===== src/rtl/acc_seq_ctrl_pkg.sv =====
// Shared types and constants for the matrix accelerator sequencer:
// FSM state encoding, register offsets and register bit positions.
package acc_seq_ctrl_pkg;

    typedef enum logic [1:0] {
        IDLE,
        PULSE,
        WAIT,
        CAPTURE
    } state_t;

    localparam logic [11:0] CTRL_OFF   = 12'h000;
    localparam logic [11:0] STATUS_OFF = 12'h004;
    localparam logic [11:0] CYCLES_OFF = 12'h008;
    localparam logic [11:0] A_BASE     = 12'h100;
    localparam logic [11:0] B_BASE     = 12'h200;
    localparam logic [11:0] R_BASE     = 12'h300;

    // CTRL bits
    localparam int unsigned START_BIT  = 0;
    localparam int unsigned IRQ_EN_BIT = 1;
    // STATUS bits
    localparam int unsigned BUSY_BIT   = 0;
    localparam int unsigned DONE_BIT   = 1;
    localparam int unsigned ERR_BIT    = 2;

endpackage


===== src/rtl/acc_seq_fsm.sv =====
// Start/wait/capture sequencer: pulses the accelerator start, waits LATENCY
// cycles, then strobes result capture and completion for one cycle.
module acc_seq_fsm
    import acc_seq_ctrl_pkg::*;
#(
    parameter int unsigned LATENCY = 2
) (
    input  logic clk,
    input  logic rst,
    input  logic start,
    output logic acc_start,
    output logic busy,
    output logic capture,
    output logic done_set
);

    localparam int unsigned CW = (LATENCY > 1) ? $clog2(LATENCY) : 1;

    state_t        state;
    logic [CW-1:0] cnt;

    always_ff @(posedge clk or posedge rst) begin
        if (rst) begin
            state     <= IDLE;
            cnt       <= '0;
            acc_start <= 1'b0;
            busy      <= 1'b0;
            capture   <= 1'b0;
            done_set  <= 1'b0;
        end else begin
            case (state)
                IDLE: begin
                    if (start) begin
                        state     <= PULSE;
                        acc_start <= 1'b1;
                        busy      <= 1'b1;
                    end
                end
                PULSE: begin
                    state     <= WAIT;
                    acc_start <= 1'b0;
                    cnt       <= CW'(LATENCY - 1);
                end
                WAIT: begin
                    if (cnt == '0) begin
                        state    <= CAPTURE;
                        capture  <= 1'b1;
                        done_set <= 1'b1;
                    end else begin
                        cnt <= cnt - CW'(1);
                    end
                end
                CAPTURE: begin
                    state    <= IDLE;
                    capture  <= 1'b0;
                    done_set <= 1'b0;
                    busy     <= 1'b0;
                end
                default: state <= IDLE;
            endcase
        end
    end

endmodule


===== src/rtl/acc_seq_ctrl.sv =====
// Register front-end for the matrix accelerator: operand/result buffers,
// CTRL/STATUS, and an optional busy-cycle counter (ACC_SEQ_CTRL_PERF_CNT_EN).
module acc_seq_ctrl
    import acc_seq_ctrl_pkg::*;
#(
    parameter int unsigned N_WORDS = 4,
    parameter int unsigned LATENCY = 2
) (
    input  logic                     clk,
    input  logic                     rst,
    input  logic                     reg_req_i,
    input  logic                     reg_we_i,
    input  logic [11:0]              reg_addr_i,
    input  logic [31:0]              reg_wdata_i,
    output logic                     reg_gnt_o,
    output logic                     reg_rvalid_o,
    output logic [31:0]              reg_rdata_o,
    output logic [N_WORDS-1:0][31:0] acc_in_A_o,
    output logic [N_WORDS-1:0][31:0] acc_in_B_o,
    input  logic [N_WORDS-1:0][31:0] acc_out_i,
    output logic                     acc_start_o,
    output logic                     busy_o,
    output logic                     irq_o
);

    logic [N_WORDS-1:0][31:0] buf_a, buf_b, buf_r;
    logic        irq_en, done, err;
    logic        busy, capture, done_set;
    logic [9:0]  word;
    logic [5:0]  idx;
    logic        in_range;
    logic        sel_ctrl, sel_status, sel_cycles, sel_a, sel_b, sel_r;
    logic        wr, rd, start_wr, start_cmd, err_set;
    logic [31:0] rdata_next, cycles_rd;
    logic        unused_addr_bits;

    assign unused_addr_bits = ^reg_addr_i[1:0];

    assign word       = reg_addr_i[11:2];
    assign idx        = reg_addr_i[7:2];
    assign in_range   = 32'(idx) < N_WORDS;
    assign sel_ctrl   = word == CTRL_OFF[11:2];
    assign sel_status = word == STATUS_OFF[11:2];
    assign sel_cycles = word == CYCLES_OFF[11:2];
    assign sel_a      = (reg_addr_i[11:8] == A_BASE[11:8]) && in_range;
    assign sel_b      = (reg_addr_i[11:8] == B_BASE[11:8]) && in_range;
    assign sel_r      = (reg_addr_i[11:8] == R_BASE[11:8]) && in_range;

    assign wr        = reg_req_i & reg_we_i;
    assign rd        = reg_req_i & ~reg_we_i;
    assign start_wr  = wr & sel_ctrl & reg_wdata_i[START_BIT];
    assign start_cmd = start_wr & ~busy;
    assign err_set   = busy & (start_wr | (wr & (sel_a | sel_b)));

    acc_seq_fsm #(.LATENCY(LATENCY)) u_fsm (
        .clk       (clk),
        .rst       (rst),
        .start     (start_cmd),
        .acc_start (acc_start_o),
        .busy      (busy),
        .capture   (capture),
        .done_set  (done_set)
    );

    // Completion and error set take priority over a same-cycle W1C clear.
    always_ff @(posedge clk or posedge rst) begin
        if (rst) begin
            irq_en <= 1'b0;
            done   <= 1'b0;
            err    <= 1'b0;
            buf_a  <= '0;
            buf_b  <= '0;
            buf_r  <= '0;
        end else begin
            if (wr && sel_ctrl)
                irq_en <= reg_wdata_i[IRQ_EN_BIT];
            if (done_set)
                done <= 1'b1;
            else if (start_cmd || (wr && sel_status && reg_wdata_i[DONE_BIT]))
                done <= 1'b0;
            if (err_set)
                err <= 1'b1;
            else if (wr && sel_status && reg_wdata_i[ERR_BIT])
                err <= 1'b0;
            for (int unsigned i = 0; i < N_WORDS; i++) begin
                if (wr && !busy && sel_a && (32'(idx) == i))
                    buf_a[i] <= reg_wdata_i;
                if (wr && !busy && sel_b && (32'(idx) == i))
                    buf_b[i] <= reg_wdata_i;
            end
            if (capture)
                buf_r <= acc_out_i;
        end
    end

`ifdef ACC_SEQ_CTRL_PERF_CNT_EN
    logic [31:0] cycles;

    always_ff @(posedge clk or posedge rst) begin
        if (rst)
            cycles <= '0;
        else if (wr && sel_cycles)
            cycles <= '0;
        else if (busy && (cycles != '1))
            cycles <= cycles + 32'd1;
    end

    assign cycles_rd = cycles;
`else
    assign cycles_rd = '0;
`endif

    always_comb begin
        rdata_next = '0;
        if (sel_ctrl) begin
            rdata_next[IRQ_EN_BIT] = irq_en;
        end else if (sel_status) begin
            rdata_next[BUSY_BIT] = busy;
            rdata_next[DONE_BIT] = done;
            rdata_next[ERR_BIT]  = err;
        end else if (sel_cycles) begin
            rdata_next = cycles_rd;
        end
        for (int unsigned i = 0; i < N_WORDS; i++) begin
            if (32'(idx) == i) begin
                if (sel_a) rdata_next = buf_a[i];
                if (sel_b) rdata_next = buf_b[i];
                if (sel_r) rdata_next = buf_r[i];
            end
        end
    end

    always_ff @(posedge clk or posedge rst) begin
        if (rst) begin
            reg_rvalid_o <= 1'b0;
            reg_rdata_o  <= '0;
        end else begin
            reg_rvalid_o <= reg_req_i;
            reg_rdata_o  <= rd ? rdata_next : '0;
        end
    end

    assign reg_gnt_o  = reg_req_i;
    assign acc_in_A_o = buf_a;
    assign acc_in_B_o = buf_b;
    assign busy_o     = busy;
    assign irq_o      = done & irq_en;

endmodule

===== config.mk =====
export PLATFORM = sky130hd
export DESIGN_NAME = acc_seq_ctrl
export DESIGN_NICKNAME = d
export VERILOG_FILES = /design/src/rtl/acc_seq_ctrl_pkg.sv /design/src/rtl/acc_seq_fsm.sv /design/src/rtl/acc_seq_ctrl.sv
export SDC_FILE = /design/constraint.sdc
export NUM_CORES = 1
export LEC_CHECK = 0
export ABC_CLOCK_PERIOD_IN_PS = 27300
export CAP_MARGIN = 10
export CELL_PAD_IN_SITES_DETAIL_PLACEMENT = 0
export CELL_PAD_IN_SITES_GLOBAL_PLACEMENT = 1
export CORE_ASPECT_RATIO = 0.7
export CORE_UTILIZATION = 43
export CTS_CLUSTER_SIZE = 8
export DETAILED_ROUTE_END_ITERATION = 10
export PLACE_DENSITY = 0.95
export SLEW_MARGIN = 20
export SYNTH_ARGS = -nofsm -noshare
export SYNTH_HDL_FRONTEND = slang
export SYNTH_SLANG_ARGS = --single-unit

===== constraint.sdc =====
create_clock -name clk -period 27.3 [get_ports clk]
set_input_delay 5.46 -clock clk [delete_from_list [all_inputs] [get_ports clk]]
set_output_delay 5.46 -clock clk [all_outputs]
set_load 0.005 [all_outputs]

== Word-level counts from Yosys, hierarchy flattened ==
Cells that the tools add are included.
Cells by class
  eq/ne operators: 12
  mux-type cells: 39
  bitwise logic cells: 12
  $lt $le $gt $ge: 1
  $add $sub $neg: 1
  reduce and logical (&&, ||, !) cells: 33
Operators with widths (number)
  $mux W32: 19
  $mux W30: 1
  $mux W29: 1
  $logic_and A1 B1 Y1: 18
  $eq A6 B2 Y1 const B: 2
  $reduce_bool A2 Y1: 6
  $eq A10 B1 Y1 const B: 1
  $logic_not A10 Y1: 1
  $mux W1: 9
  $and A1 B1 Y1: 8
  $eq A4 B2 Y1 const B: 2
  $pmux W1 S2: 4
  $pmux W2 S4: 1
  $reduce_and A2 Y1: 4
  $eq A6 B1 Y1 const B: 1
  $logic_not A6 Y1: 1
  $lt A6 B3 Y1 const B: 1
  $mux W3: 2
  $eq A2 B2 Y1 const B: 2
  $eq A4 B1 Y1 const B: 1
  $mux W2: 2
  $ne A2 B2 Y1 const B: 2
  $eq A2 B1 Y1 const B: 1
  $logic_not A2 Y1: 1
  5 further kinds: 7
Storage, ports and cells
  word-level logic and storage cells: 120
  bits of input ports: 176
  bits in registers: 426
  output and inout bits: 293

== Longest topological paths before layout ==
Gate-level depths: netlist of the first run.
  depth in word-level cells: 23
  depth in mapped cells: 9
  depth with buffers taken out: 5

== Hierarchy ==
From an unflattened synthesis of the first run, not the netlist that was laid out.
Second synthesis, totals
  cells, all modules: 1636
  area total of the unflattened synthesis: 19742.7 µm²
Modules (own cells, without submodules)
  acc_seq_ctrl: seq. area each 10510.1 µm², area an instance 19399.9 µm², times used 1, cells an instance 1603
  acc_seq_fsm: seq. area each 150.1 µm², area an instance 342.8 µm², times used 1, cells an instance 33

== Least setup slack after synthesis of the first run ==
OpenSTA, ideal clock, no wires.
  path type: input -> output
  start: in reg_req_i
  end: out reg_gnt_o
  cell stages on the path: 1
  data arrival time: 5.571 ns
  setup slack: 16.269 ns
  path buffers: 1
  data required time: 21.840 ns
  cells stage by stage: buf_4
RTL lines
  from (decl): line acc_seq_ctrl.sv:11  | input logic reg_req_i,
  to (decl): line acc_seq_ctrl.sv:15  | output logic reg_gnt_o,
No word-level cell between the ends.

== Worst setup path after layout of the first run ==
  start: in reg_req_i
  end: out reg_gnt_o
No word-level cell between the ends.

==> impl_metrics.json, run 1 <==
{
  "status": "finished clean",
  "drive_gt1_share_pct": 22.8,
  "die-width_um": 257,
  "syn_area_um2": 19500,
  "core_area_um2": 44200,
  "avgSynthCellArea_um2": 12.8,
  "period_share_pct": 44.3,
  "worst_slew_pin_slew_ns": 1.17,
  "cts_setup_buffers": 0,
  "antenna_left": 0,
  "yosys-top-cells-area": "dfrtp_1, mux2_2, mux2_1",
  "finalCriticalPeriod_ns": 12.09,
  "r2r_cells": 2,
  "final_nets": 2131,
  "fmax_ghz": 0.0827,
  "cp_slowest_cell": "clkdlybuf4s50_1",
  "yosys.area.top_type": "dfrtp_1",
  "cp.depth": 2,
  "antenna_found_initial": 9,
  "slew_viol_final": 0,
  "dp_hpwl_um": 45500,
  "first_pass_iters": 7,
  "insertion_delay_ns": 0.58,
  "grt_max_degree": 162,
  "synth_nets": 1703,
  "finClkSkew_ns": 0.00946,
  "placed_area_um2": 24700,
  "cp_common_cell": "clkdlybuf4s50_1",
  "gr-usage-all-layers_pct": 30.5,
  "initial_core_util_pct": 44.1,
  "vdd_ir_drop_max_uv": 57.2,
  "critPathBufInv": 2,
  "p_total_uw": 1770,
  "fill_cells": 3542,
  "syn-instance-count": 1522,
  "die_area_um2": 46200,
  "drtIter0Drc": 1531,
  "ctsRootBufferMaster": "clkbuf_16",
  "htree_num_levels": 2,
  "crit_path_start_kind": "input pin",
  "drv_cap": 0,
  "critPathArrivalTime_ns": 6.63,
  "gp_congestion": 0.936,
  "routedWlPerCell_um": 28.1,
  "drc_errors": 0,
  "synth_warnings": 0,
  "cpLargestDelayFamily": "buffers and inverters",
  "critical_path.max_stage_delay_ns": 0.61,
  "multi_input_area_um2": 8370,
  "ys_seq_area_share_pct": 54.6,
  "cts_tree": "done",
  "final_hold_viol_count": 0,
  "die_y_um": 180,
  "cp.required_ns": 21.84,
  "synth_edf_count": 0,
  "cts.sinks": 426,
  "io_buffers": 466,
  "clock_path_buffers": 3,
  "overflow": 0,
  "synthDistinctLibCells": 68,
  "synth_top_area_share_pct": 54.6,
  "min_path_cells": 1,
  "setup-tns-final_ns": 0,
  "yosys_most_used_dff": "dfrtp_1",
  "grt_pass1_vias": 16300,
  "ioPinCount": 469,
  "utilization_pct": 59.4,
  "routed_wl_um": 71600,
  "holdBufCountCts": 0,
  "rsz0062_at_grt": "no",
  "ctsResizeCount": 0,
  "maxSlewHeadroom_pct": 22.0,
  "synthArstFlopShare_pct": 100,
  "vias": 15800,
  "setup-violations-final": 0,
  "hold_ws_ns": 0.499,
  "grt_pass1_wl_um": 106000,
  "cp_max_fo": 6,
  "ys_seq_elements": 426,
  "routed_via_density": 6.22,
  "seq_area_um2": 10700,
  "cp_cell_sequence": "clkdlybuf4s50_1 > clkdlybuf4s50_1",
  "end_kind": "primary output",
  "hold_path_class": "reg -> reg",
  "power_density_nw_per_um2": 67.5,
  "core.rowCount": 64,
  "crit_type": "in -> out",
  "cts-buffers-inserted": 59,
  "syn_to_final_growth_pct": 34.6,
  "final_area_um2": 26300,
  "leakagePower_uw": 0.0116,
  "clkTransAtPathRegs_ns": 0.05
}
## cells in the final DEF (no fill, tap or decap), drive strengths merged, types with 5 or more instances in the layout
cell type	n
o22ai	83
o31ai	26
o221ai	27
mux2i	29
clkdlybuf4s50	465
o221a	26
a21o	8
a22oi	56
o21ai	12
buf	29
mux2	386
nand3	17
a221o	8
nor2b	30
clkbuf	61
inv	10
a21oi	13
nand2b	13
ha	5
dfrtp	426
nor3	6
nand2	29
nor2	92
a211oi	29
## sequential cells by signal, summed over array words and instances (netlist names), 2 cells and up
| name | count |
|---|---|
| acc_in_A_o | 128 |
| u_fsm.state | 2 |
| acc_in_B_o | 128 |
| buf_r | 128 |
| reg_rdata_o | 32 |
## power by group
part           internal, uW  switching [uW]  leakage [uW]
clock network           382             260      0.000756
logic                   178             121       0.00517
registers               738            93.7       0.00564
total                  1300             475        0.0116
## cells by family (layout without fill, tap and decap cells)
group / Yosys count / count (layout) / share of synthesized area (%)
flip-flops: 426 / 426 / 54.6
multiplexers: 415 / 415 / 23.8
AO/OA/AOI/OAI: 326 / 326 / 12.7
AND/OR/NAND/NOR: 213 / 213 / 5.67
buffers and inverters: 137 / 568 / 2.91
adder cells (fa/ha/maj): 5 / 5 / 0.321
other: 0 / 2 / 0
## Yosys cell counts, types with 3 or more instances
library cell,number
dfrtp_1,426
mux2_2,294
mux2_1,92
nor2_1,90
o22ai_1,83
clkbuf_1,76
a22oi_1,56
buf_2,32
nor2b_1,30
mux2i_1,29
nand2_1,29
a211oi_1,27
o221ai_1,27
o31ai_1,26
o221a_2,25
buf_1,15
nand3_1,14
a21oi_1,13
nand2b_1,13
o21ai_0,12
inv_1,9
a21o_1,8
a221o_1,8
ha_1,5
a22o_1,4
a31oi_1,4
nand4_1,4
o21a_1,4
a221oi_1,3
a2bb2oi_1,3
and2_1,3
buf_4,3
nand3b_1,3
nor3_1,3
nor3_2,3
o211ai_1,3
## routing by layer
metal	track usage, %	wire length [um]
met3	9.10	7160
met5	0	70
met4	13.4	3330
met1	38.8	28100
met2	48.1	32900
## final cells by class
cell class	instances	share of cell area, %
Sequential cell	426	40.6
Multi-Input combinational cell	959	31.9
Tap cell	594	2.83
Clock inverter	3	0.129
Antenna cell	2	0.0191
Timing Repair Buffer	494	18.6
Clock buffer	61	5.73
Inverter	10	0.172
## path summary, 6_finish.rpt
| path | startpoint | endpoint | slack, ns |
|---|---|---|---|
| max | reg_req_i | reg_gnt_o | 15.21 |
| min | buf_r[58] | buf_r[58] | 0.50 |
| max reg2reg | u_fsm.done_set | buf_r[103] | 24.78 |
| min reg2reg | buf_r[58] | buf_r[58] | 0.50 |
| max in group asynchronous | rst | acc_in_B_o[4] | 19.63 |
| min in group asynchronous | rst | acc_in_B_o[27] | 5.49 |
## through the flow
stage | setup slack, ns | cells
floorplan | 9.98 | 1522
CTS | 15.21 | 2547
global placement | 15.23 | 2483
global route | 15.20 | 2549
detailed placement | 15.21 | 2483
finish | 15.21 | 2549
Power figures use the tool's default switching activity.
==> run 2, diff against run 1 <==
--- a/config.mk
+++ b/config.mk
@@ -5,15 +5,15 @@
 export SDC_FILE = /design/constraint.sdc
 export NUM_CORES = 1
 export LEC_CHECK = 0
-export ABC_CLOCK_PERIOD_IN_PS = 27300
+export ABC_CLOCK_PERIOD_IN_PS = 12500
 export CAP_MARGIN = 10
 export CELL_PAD_IN_SITES_DETAIL_PLACEMENT = 0
 export CELL_PAD_IN_SITES_GLOBAL_PLACEMENT = 1
 export CORE_ASPECT_RATIO = 0.7
-export CORE_UTILIZATION = 43
+export CORE_UTILIZATION = 40
 export CTS_CLUSTER_SIZE = 8
 export DETAILED_ROUTE_END_ITERATION = 10
-export PLACE_DENSITY = 0.95
+export PLACE_DENSITY = 0.92
 export SLEW_MARGIN = 20
 export SYNTH_ARGS = -nofsm -noshare
 export SYNTH_HDL_FRONTEND = slang
==> constraint.sdc (replaced) <==
create_clock -name clk -period 12.5 [get_ports clk]
set_input_delay 2.5 -clock clk [delete_from_list [all_inputs] [get_ports clk]]
set_output_delay 2.5 -clock clk [all_outputs]
set_load 0.005 [all_outputs]
==> run 2 against run 1 <==
  * Sequential power grew 120%
  * Die area grew 7.4%
  * Core utilization shrank 4.4 points
  * Total power grew 120%
  * Largest cell class unchanged
  * Non-clock buffer count is the same
  * Setup slack lost 8.9 ns
==> impl_metrics.json, run 2 (same netlist as run 1, synthesis figures left out) <==
{
  "status": "finished clean",
  "final_cells": 2613,
  "antenna_left": 0,
  "cts-buffers-inserted": 59,
  "final_hold_viol_count": 0,
  "mostFrequentLayoutCells": "clkdlybuf4s50_1, dfrtp_1, mux2_2",
  "drc_errors": 0,
  "ctsResizeCount": 0,
  "rsz0062_at_grt": "no",
  "dp_hpwl_um": 45600,
  "setup-violations-final": 0,
  "pre_cts_ws_ns": 5.86,
  "core.rowCount": 67,
  "worst_slew_pin_slew_ns": 1.15,
  "crit_path_start_kind": "input pin",
  "final_nets": 2131,
  "grt_pass1_vias": 16300,
  "slew_viol_final": 0,
  "crit_type": "in -> reg",
  "core_area_um2": 48000,
  "fmax_ghz": 0.161,
  "grt_max_degree": 177,
  "cts_tree": "done",
  "syn_to_final_growth_pct": 35.2,
  "io_buffers": 466,
  "die_y_um": 187,
  "ctsRootBufferMaster": "clkbuf_16",
  "finalCriticalPeriod_ns": 6.20,
  "ioPinCount": 469,
  "vias": 15700,
  "cp.required_ns": 12.96,
  "cts_setup_buffers": 0,
  "overflow": 0,
  "cp_max_fo": 54,
  "end_kind": "flip-flop",
  "finClkSkew_ns": 0.0175,
  "die-width_um": 266,
  "maxSlewHeadroom_pct": 23.1,
  "clkTransAtPathRegs_ns": 0.05,
  "antenna_found_initial": 12,
  "htree_num_levels": 2,
  "initial_core_util_pct": 40.7,
  "gp_congestion": 0.925,
  "gr-usage-all-layers_pct": 28.5,
  "dp.cells": 2543,
  "routedWlPerCell_um": 27.3,
  "clock_path_buffers": 3,
  "drive_gt1_share_pct": 22.8,
  "drv_cap": 0,
  "period_share_pct": 49.6,
  "routed_via_density": 6.01,
  "vdd_ir_drop_max_uv": 101,
  "holdBufCountCts": 0,
  "leakagePower_uw": 0.0116,
  "drtIter0Drc": 1599,
  "power_density_nw_per_um2": 147,
  "hold_path_class": "reg -> reg",
  "final_common_cell": "clkdlybuf4s50_1",
  "first_pass_iters": 5,
  "routed_wl_um": 71300,
  "setup-tns-final_ns": 0,
  "fin_ws_ns": 6.30,
  "die_area_um2": 49700,
  "cts.sinks": 426,
  "grt_pass1_wl_um": 106000,
  "insertion_delay_ns": 0.58,
  "critPathArrivalTime_ns": 6.66
}
-- run 2: power by group --
group / total [uW] / internal [uW] / switching, uW
combinational: 671 / 388 / 282
sequential: 1800 / 1610 / 186
clock: 1410 / 842 / 572
total: 3880 / 2840 / 1040
-- run 2: metal layers --
| layer | up-vias | GRT usage (%) | share of wire (%) |
|---|---|---|---|
| met4 | 16 | 9.84 | 3.3 |
| met5 | - | 0 | 0.16 |
| met1 | 8005 | 37.2 | 39 |
| li1 | 6576 | - | - |
| met2 | 925 | 44.3 | 46 |
| met3 | 187 | 9.28 | 11 |
-- run 2: final timing paths --
check	cells past startpoint	end	slack, ns	start
max	7	acc_in_A_o[3]	6.30	reg_addr_i[11]
min	1	buf_r[42]	0.50	buf_r[42]
max reg2reg	4	acc_in_A_o[3]	9.77	u_fsm.busy
min reg2reg	1	buf_r[42]	0.50	buf_r[42]
max in group asynchronous	4	buf_r[41]	7.86	rst
min in group asynchronous	2	acc_in_A_o[123]	2.49	rst
-- run 2: cell type report --
type / instances / area (um^2)
clock buffers: 63 / 1520
flip-flops and latches: 426 / 10700
multi-input cells: 959 / 8370
clock inverters: 3 / 30.0
well taps: 655 / 820
repair buffers: 494 / 4920
fillers: 4001 / 21600
diodes: 3 / 7.51
inverters: 10 / 41.3
-- run 2: worst max-delay path, stage by stage --
cell and delay, ns:
clkdlybuf4s50_1 0.47, nor2_2 0.58, nand3_4 0.89, nor3_2 0.57, and3_2 0.71, buf_4 0.50
mux2_2 0.39
-- run 2: stage by stage --
step	hold slack, ns	util, %	total power [uW]	cell area (um^2)
6_report	0.502	55.0	3880	26400
5_1_grt	0.511	55.0	4050	26400
4_1_cts	0.502	54.9	3910	26300
3_5_place_dp	0.483	51.6	2490	24800
3_3_place_gp	0.476	51.6	2450	24800
2_1_floorplan	0.449	-	2240	19500
==> run 3, diff against run 2 <==
--- a/config.mk
+++ b/config.mk
@@ -5,15 +5,15 @@
 export SDC_FILE = /design/constraint.sdc
 export NUM_CORES = 1
 export LEC_CHECK = 0
-export ABC_CLOCK_PERIOD_IN_PS = 12500
+export ABC_CLOCK_PERIOD_IN_PS = 5400
 export CAP_MARGIN = 10
 export CELL_PAD_IN_SITES_DETAIL_PLACEMENT = 0
 export CELL_PAD_IN_SITES_GLOBAL_PLACEMENT = 1
 export CORE_ASPECT_RATIO = 0.7
-export CORE_UTILIZATION = 40
+export CORE_UTILIZATION = 36
 export CTS_CLUSTER_SIZE = 8
 export DETAILED_ROUTE_END_ITERATION = 10
-export PLACE_DENSITY = 0.92
+export PLACE_DENSITY = 0.88
 export SLEW_MARGIN = 20
 export SYNTH_ARGS = -nofsm -noshare
 export SYNTH_HDL_FRONTEND = slang
==> constraint.sdc (replaced) <==
create_clock -name clk -period 5.4 [get_ports clk]
set_input_delay 1.08 -clock clk [delete_from_list [all_inputs] [get_ports clk]]
set_output_delay 1.08 -clock clk [all_outputs]
set_load 0.005 [all_outputs]
==> run 3 against run 2 <==
  * Core utilization fell by 4.6 points
  * Final cell count up 3.2%
  * Clock skew increased by 0.0048 ns
  * Highest routed layer unchanged
  * Total power grew 130%
  * Sequential share of layout area decreased by 0.40 points
  * Worst hold slack worse by 0.020 ns
  * Setup slack got worse by 4.7 ns
  * First-iteration DRC count shrank 13%
  * Clock power increased by 130%
  * Design area increased by 1.0%
  * Via count decreased by 0.18%
==> impl_metrics.json, run 3 (same netlist as run 1, synthesis figures left out) <==
{
  "status": "finished clean",
  "grt_pass1_vias": 16400,
  "fill_cells": 4554,
  "r2r_cells": 4,
  "rsz0062_at_grt": "no",
  "placed_area_um2": 25100,
  "routed_via_density": 5.81,
  "cp_max_fo": 59,
  "clkTransAtPathRegs_ns": 0.05,
  "final_hold_viol_count": 0,
  "final_nets": 2152,
  "routedWlPerCell_um": 27.0,
  "drv_cap": 0,
  "hold_ws_ns": 0.482,
  "drc_errors": 0,
  "vdd_ir_drop_max_uv": 275,
  "ctsResizeCount": 0,
  "drive_gt1_share_pct": 23.6,
  "final_area_um2": 26600,
  "crit_path_start_kind": "input pin",
  "setup-violations-final": 0,
  "power_density_nw_per_um2": 339,
  "overflow": 0,
  "gp_congestion": 0.877,
  "core.rowCount": 70,
  "drtIter0Drc": 1388,
  "htree_num_levels": 2,
  "routed_wl_um": 72700,
  "grt_max_degree": 138,
  "final_common_cell": "clkdlybuf4s50_1",
  "die_area_um2": 55100,
  "worstHoldStart": "err",
  "period_share_pct": 70.5,
  "finClkSkew_ns": 0.0224,
  "holdBufCountCts": 0,
  "gr-usage-all-layers_pct": 25.9,
  "cts_setup_buffers": 0,
  "crit_type": "in -> reg",
  "dp_hpwl_um": 48500,
  "initial_core_util_pct": 36.9,
  "insertion_delay_ns": 0.61,
  "utilization_pct": 50.3,
  "first_pass_iters": 5,
  "io_buffers": 466,
  "p_total_uw": 9030,
  "final_cells": 2697,
  "ctsRootBufferMaster": "clkbuf_16",
  "critPathArrivalTime_ns": 4.28,
  "core_area_um2": 52900,
  "antenna_left": 0,
  "leakagePower_uw": 0.0117,
  "end_kind": "flip-flop",
  "die_y_um": 197,
  "clock_path_buffers": 3,
  "ioPinCount": 469,
  "reg2reg_from": "u_fsm.busy",
  "dp.cells": 2630,
  "min_path_cells": 1,
  "cts_tree": "done",
  "cp-startpoint": "reg_addr_i[9]",
  "syn_to_final_growth_pct": 36.5,
  "mostFrequentLayoutCells": "clkdlybuf4s50_1, dfrtp_1, mux2_2",
  "grt_pass1_wl_um": 106000,
  "cts-buffers-inserted": 59,
  "vias": 15700,
  "cp.required_ns": 5.87,
  "hold_path_class": "reg -> reg",
  "die-width_um": 280,
  "fmax_ghz": 0.263,
  "worst_slew_pin_slew_ns": 1.10,
  "slew_viol_final": 0,
  "cts.sinks": 426,
  "maxSlewHeadroom_pct": 26.8,
  "finalCriticalPeriod_ns": 3.81,
  "antenna_found_initial": 8
}
[run 3: cell types whose count changed in the layout (fill, tap and decap cells not counted), moves of 2 or more]
cell      before  now
buf_12         1    5
buf_4         24   44
buf_6          3    1
clkbuf_8       1    3
diode_2        3    1
[run 3: stage by stage]
step	setup WS [ns]	TNS, ns
CTS	1.74	0
detailed placement	1.10	0
global route	1.48	0
finish	1.59	0
global placement	1.18	0
floorplan	-1.43	-608.94
[run 3: routing by layer]
layer	vias up	GRT usage, %	routed length, um
met2	907	40.5	33200
met1	7973	33.0	28400
met3	192	9.04	8310
met4	12	9.98	2650
met5	-	0	81
li1	6597	-	-
[run 3: report_power, final]
group / leakage [uW] / total, uW / switching [uW] / internal, uW
registers: 0.00564 / 4150 / 418 / 3730
clock network: 0.000773 / 3300 / 1350 / 1960
logic: 0.00528 / 1580 / 673 / 904
total: 0.0117 / 9030 / 2440 / 6590
[run 3: final timing paths]
check / end / slack, ns
worst max-delay path: reg_rdata_o[2] / 1.59
worst min-delay path: err / 0.48
worst max register to register: acc_in_A_o[31] / 2.87
worst min register to register: err / 0.48
max in group asynchronous: acc_in_B_o[105] / 3.03
min in group asynchronous: acc_in_A_o[26] / 0.97
[run 3: final cells by class]
type / instances / area [um^2] / area share [%]
sequential: 426 / 10700 / 40.0
multi-input combinational: 959 / 8350 / 31.4
timing repair buffer: 515 / 5100 / 19.1
clock buffer: 63 / 1520 / 5.71
tap: 720 / 901 / 3.38
clock inverter: 3 / 52.6 / 0.197
inverter: 10 / 41.3 / 0.155
antenna: 1 / 2.50 / 0.00940
[run 3: worst max-delay path, stage by stage]
cell and delay (ns):
clkdlybuf4s50_1 0.95, nor2b_4 0.10, buf_4 0.45, o211ai_1 0.97
o221ai_1 0.35, o21ai_0 0.26, a31oi_1 0.11
